[config.mk]
export PLATFORM = sky130hd
export DESIGN_NAME = mp_add_sub_seq_flat
export DESIGN_NICKNAME = d
export VERILOG_FILES = /design/src/rtl/mp_add_sub_seq_if.sv /design/src/rtl/mp_add_sub_seq.sv /design/src/flat_wrapper.sv
export SDC_FILE = /design/constraint.sdc
export NUM_CORES = 1
export LEC_CHECK = 0
export ABC_AREA = 1
export CORE_MARGIN = 2
export CORE_UTILIZATION = 48
export DETAILED_ROUTE_END_ITERATION = 10
export DONT_BUFFER_PORTS = 1
export MAX_ROUTING_LAYER = met4
export PLACE_DENSITY_LB_ADDON = 0.1
export RECOVER_POWER = 25
export SLEW_MARGIN = 20
export SYNTH_ARGS = -nofsm -noshare
export SYNTH_HDL_FRONTEND = slang
export SYNTH_SLANG_ARGS = --single-unit
[constraint.sdc]
create_clock -name i_clk -period 4.8 [get_ports i_clk]
set_clock_uncertainty 0.1 [all_clocks]
set_input_delay 0.72 -clock i_clk [delete_from_list [all_inputs] [get_ports i_clk]]
set_output_delay 0.72 -clock i_clk [all_outputs]
set_load 0.01 [all_outputs]
[src/rtl/mp_add_sub_seq_if.sv]
// Operand/result bundle for the sequential multi-precision add/subtract unit.
// Master drives the start request and operands; slave returns result and status.
interface mp_add_sub_seq_if #(
  parameter int unsigned WIDTH  = 4,
  parameter int unsigned NWORDS = 4
);
  logic                      i_start;
  logic                      i_op;
  logic [WIDTH*NWORDS-1:0]   i_a;
  logic [WIDTH*NWORDS-1:0]   i_b;
  logic [WIDTH*NWORDS-1:0]   o_res;
  logic                      o_c;
  logic                      o_busy;
  logic                      o_done;

  modport master (
    output i_start, i_op, i_a, i_b,
    input  o_res, o_c, o_busy, o_done
  );

  modport slave (
    input  i_start, i_op, i_a, i_b,
    output o_res, o_c, o_busy, o_done
  );
endinterface

[src/rtl/mp_add_sub_seq.sv]
// Sequential multi-precision add/subtract: one WIDTH-bit word per clock, LSW first,
// carry/borrow held between words; result and carry-out published with a done pulse.
module mp_add_sub_seq #(
  parameter int unsigned WIDTH  = 4,
  parameter int unsigned NWORDS = 4
) (
  input  logic             i_clk,
  input  logic             i_rst_n,
  mp_add_sub_seq_if.slave  bus
);
  localparam int unsigned TW = WIDTH * NWORDS;
  localparam int unsigned IW = (NWORDS > 1) ? $clog2(NWORDS) : 1;
  localparam logic [IW-1:0] LAST_IDX = IW'(NWORDS - 1);

  typedef enum logic [1:0] {IDLE, RUN, DONE} state_t;

  state_t          state, state_nxt;
  logic [TW-1:0]   a_reg, b_reg, work, work_nxt, res_reg;
  logic            op_reg, carry_reg, c_reg;
  logic [IW-1:0]   idx;
  logic [WIDTH-1:0] a_w, b_sel, b_w, sum;
  logic            cout;
  logic            last;

  assign last = (idx == LAST_IDX);

  // Word select, one ripple-add step, and the work value with the current word merged in.
  always_comb begin
    a_w      = '0;
    b_sel    = '0;
    work_nxt = work;
    for (int unsigned w = 0; w < NWORDS; w++) begin
      if (idx == IW'(w)) begin
        a_w   = a_reg[w*WIDTH +: WIDTH];
        b_sel = b_reg[w*WIDTH +: WIDTH];
      end
    end
    b_w         = op_reg ? ~b_sel : b_sel;
    {cout, sum} = {1'b0, a_w} + {1'b0, b_w} + {{WIDTH{1'b0}}, carry_reg};
    for (int unsigned w = 0; w < NWORDS; w++) begin
      if (idx == IW'(w)) work_nxt[w*WIDTH +: WIDTH] = sum;
    end
  end

  always_ff @(posedge i_clk or negedge i_rst_n) begin
    if (!i_rst_n) state <= IDLE;
    else          state <= state_nxt;
  end

  always_comb begin
    state_nxt = state;
    case (state)
      IDLE:    if (bus.i_start) state_nxt = RUN;
      RUN:     if (last)        state_nxt = DONE;
      DONE:                     state_nxt = IDLE;
      default:                  state_nxt = IDLE;
    endcase
  end

  always_ff @(posedge i_clk or negedge i_rst_n) begin
    if (!i_rst_n) begin
      a_reg     <= '0;
      b_reg     <= '0;
      op_reg    <= 1'b0;
      carry_reg <= 1'b0;
      idx       <= '0;
      work      <= '0;
      res_reg   <= '0;
      c_reg     <= 1'b0;
    end else begin
      case (state)
        IDLE: begin
          if (bus.i_start) begin
            a_reg     <= bus.i_a;
            b_reg     <= bus.i_b;
            op_reg    <= bus.i_op;
            carry_reg <= bus.i_op;
            idx       <= '0;
            work      <= '0;
          end
        end
        RUN: begin
          work      <= work_nxt;
          carry_reg <= cout;
          if (last) begin
            // Publish on the same edge as the last word so DONE sees the full result.
            res_reg <= work_nxt;
            c_reg   <= op_reg ^ cout;
          end else begin
            idx <= idx + 1'b1;
          end
        end
        default: ;
      endcase
    end
  end

  assign bus.o_res  = res_reg;
  assign bus.o_c    = c_reg;
  assign bus.o_busy = (state != IDLE);
  assign bus.o_done = (state == DONE);
endmodule

[src/flat_wrapper.sv]
// flat-port wrapper written by rule: the top's interface ports become plain ports
module mp_add_sub_seq_flat 
#(
  parameter int unsigned WIDTH  = 4,
  parameter int unsigned NWORDS = 4
)
  (i_clk, i_rst_n, bus_i_start, bus_i_op, bus_i_a, bus_i_b, bus_o_res, bus_o_c, bus_o_busy, bus_o_done);
  mp_add_sub_seq_if #(.WIDTH(WIDTH), .NWORDS(NWORDS)) bus_i ();
  input  logic i_clk;
  input  logic i_rst_n;
  input wire logic [$bits(bus_i.i_start)-1:0] bus_i_start;
  input wire logic [$bits(bus_i.i_op)-1:0] bus_i_op;
  input wire logic [$bits(bus_i.i_a)-1:0] bus_i_a;
  input wire logic [$bits(bus_i.i_b)-1:0] bus_i_b;
  output wire logic [$bits(bus_i.o_res)-1:0] bus_o_res;
  output wire logic [$bits(bus_i.o_c)-1:0] bus_o_c;
  output wire logic [$bits(bus_i.o_busy)-1:0] bus_o_busy;
  output wire logic [$bits(bus_i.o_done)-1:0] bus_o_done;
  assign bus_i.i_start = bus_i_start;
  assign bus_i.i_op = bus_i_op;
  assign bus_i.i_a = bus_i_a;
  assign bus_i.i_b = bus_i_b;
  assign bus_o_res = bus_i.o_res;
  assign bus_o_c = bus_i.o_c;
  assign bus_o_busy = bus_i.o_busy;
  assign bus_o_done = bus_i.o_done;
  mp_add_sub_seq #(.WIDTH(WIDTH), .NWORDS(NWORDS)) u_core (.i_clk(i_clk), .i_rst_n(i_rst_n), .bus(bus_i));
endmodule
==> key figures <==
Global routing
  – Initial antenna violation count: 0
  – Met3 Use GR: 0.0496
  – Pin count of the biggest net entering global routing: ~70
  – GRT met1 Usage: 0.267
  – Gr busiest metal: met2
  – Vias in the first global route: 2450
  – Gr usage total: 0.211
  – First-pass GRT wire length: 11500 um
  – Remaining Overflow, GRT: 0
  – Met2 Use GR: 0.315

Die
  – Starting Density: 0.499
  – Core Area: about 0.0064 mm2
  – Cell Rows: 29
  – Io pins: 55
  – Die ar.: approximately 0.0073 mm2
  – Die span in x: between 80 and 90 um
  – Die Span Y: 85.5 um

Power and ir drop
  – Leakage power: ~1.8 nW
  – IR drop worst, VDD: 0.396 mV
  – Internal: between 1.5 and 2 mW
  – Switch Pwr: 1.36 mW
  – Clk pwr share: 0.177
  – Sequential power share: 0.340
  – Pwr dens: 880 mW/mm2
  – Power, Total: just over 3 mW
  – Switching share of power: 0.449
  – Comb pwr share: 0.483

Logic synthesis
  – Register area share after synthesis: 0.526
  – YS warnings: 0
  – Post-synth EDFFs: 0
  – Post-Synth XOR/XNOR Area: 0.0137
  – Ys flop type: dfrtp_1
  – Syn Nets: between 400 and 500
  – Post-synthesis cell count: just under 400
  – Synth cell types: 27
  – Asr flop ratio synth: 1.00
  – Cell Area, Synth: 0.00319 mm2
  – Mux share of post-synthesis cell area: 0
  – Main combinational cell family by area after synthesis: simple AND/OR/NAND/NOR gates
  – Post-synthesis compound-gate area fraction: 0.0837
  – Adder-Cell Fraction of Synth Area: 0.0401
  – Flops & latches, synth: 67
  – Post-Synth Simple-Gate Area: 0.276
  – Syn avg cell area: 8.21 um2

Place
  – Placed Area: between 0.003 and 0.004 mm2
  – Place WS: approximately 1.5 ns
  – Placed cell count: 448
  – PortBufs: 0
  – GPL Wtd Cong: between 0.8 and 0.9
  – DP HPWL: 4590 um

Job
  – Max Cap Violations: 0

Worst setup path
  – Critical path's largest stage delay: 0.65 ns
  – Critical Path End Type: flop
  – Crit path kind: flop to flop
  – WP data required: 4.92 ns
  – CP arrival: approximately 3.4 ns
  – Worst path cell trace: inv_1 > ha_1 > nor2_8 > a22oi_1 > nand2_1 > a21boi_1 > fa_1 > inv_1 > fa_1 > xnor2_1 > nand2_1 > o21ai_0 > o21ai_0
  – CP Max Fanout: 17
  – Slowest-stage cell, CP: ha_1
  – Nature of the critical path startpoint: flop

Routing
  – Post-route ant nets: 0
  – Drt wl/cell: 14.3 um
  – Residual DRC: 0
  – 1st-iter DRT viols: a little under 90
  – Via Count: 2404
  – Final WL: approximately 6700 um
  – DR pass1 iterations: 4
  – Post-DR vias/cell: between 5 and 6

Timing
  – Final-report setup violation count: 0
  – Endpoints failing hold: 0
  – Final Max Slew Viols: 0
  – Actual slew at the worst max-slew pin: between 0.7 and 0.8 ns
  – Slew headroom: 0.504
  – RSZ-0062 raised after global routing: no
  – Fin crit period: between 3 and 4 ns
  – Final WS setup: approximately 1.5 ns
  – Fmax: slightly above 0.3 GHz
  – Period utilization: 0.686
  – Setup total negative slack: 0 ns
  – Hold slack: 0.149 ns

Finish
  – Diode count: 0
  – Finished Layout Cells: approximately 470
  – Utilization after layout: 0.538
  – Share of cells above drive strength 1: 0.0851
  – Synthesis-to-finish area growth: 7.78%
  – Most common cell after layout, fill and taps aside: nand2_1
  – Finished Cell Area: about 0.0034 mm2
  – Nets: 428
  – Most frequent cells in the layout: 180 x nand2_1, 67 x dfrtp_1, 23 x o21ai_0

Min path
  – Hold Crit Class: primary input to asynchronous set/reset pin

Clocking
  – Clk sinks: 67
  – CTS Buffer Depth: 2
  – Clock-pin transition on the worst setup and hold timing paths: around 0.070 ns
  – Clock root buffer: clkbuf_8
  – CTS tree: built
  – H-tree levels: 3
  – Worst-skew pair later-pin latency: ~0.34 ns
  – CTS resizes: 0
  – CTS buffer count: 9

Status
  – Run status: finished, final reports clean
cell type report:
| class | instances | area (um2) |
|---|---|---|
| Tap cell | 77 | 96.3 |
| Multi-Input combinational cell | 281 | 1320 |
| Sequential cell | 67 | 1680 |
| Timing Repair Buffer | 1 | 27.5 |
| Fill cell | 616 | 2950 |
| Inverter | 23 | 88.8 |
| Clock inverter | 4 | 72.6 |
| Clock buffer | 12 | 155 |
worst max-delay path, delay by kind of cell, from the launching register on:
kind                       cells  cell delay [ns]
AOI/OAI and AO/OA              4             0.63
xor gates and xnor gates       1             0.35
adders and majority gates      3             1.26
buffers and inverters          2             0.17
DFF                            1             0.40
and+or+nand+nor                3             0.25
cells by family after synthesis:
logic type	after synthesis
adders and majority gates	9
DFF	67
xor gates and xnor gates	5
and+or+nand+nor	216
buffers and inverters	40
AOI/OAI and AO/OA	51
cells in the mapped netlist (2+ instances only):
master     n  area [um2]
nand2_1  180         676
dfrtp_1   67        1680
o21ai_0   23         115
nand3_1   16        80.1
inv_1     14        52.6
o21ai_1   13        65.1
buf_2     11        55.1
nor2_1    11        41.3
a21oi_1    9        45.0
inv_2      8        30.0
ha_1       7        87.6
xor2_1     4        35.0
buf_4      3        22.5
nand2_2    3        18.8
o22ai_1    3        18.8
or2_2      3        18.8
buf_6      2        22.5
fa_1       2        40.0
final timing paths:
kind	depth (start not counted)	slack [ns]	end	start
setup reg to reg	13	1.51	u_core.work[6]	u_core.idx[1]
min in group i_clk	2	0.38	u_core.work[11]	u_core.work[11]
setup / recovery	13	1.51	u_core.work[6]	u_core.idx[1]
hold / removal	1	0.15	u_core.bus.o_res[10]	i_rst_n
max in group asynchronous	1	4.17	u_core.op_reg	i_rst_n
hold reg to reg	2	0.38	u_core.work[11]	u_core.work[11]
per-layer routing:
layer  up-vias  share of wire
met4         0          0.028
met5         -              0
met2        66           0.46
met1      1106           0.46
met3        16          0.046
li1       1216              -
timing repair:
action | 4_1_cts | 5_1_grt
hold endpoints to repair | 67 | 0
hold buffers | 1 | 0
buffers inserted | 0 | 0
setup endpoints to repair | 0 | 0
power by group through the flow:
stage               Sequential (mW)  Combinational (mW)  Clock, mW
global placement               1.04                1.43          0
CTS                            1.03                1.48      0.545
finish                         1.03                1.46      0.534
detailed placement             1.04                1.46          0
floorplan                     0.983                1.21          0
global route                   1.06                1.70      0.571
Note: power is estimated with default switching activity, not from simulation.
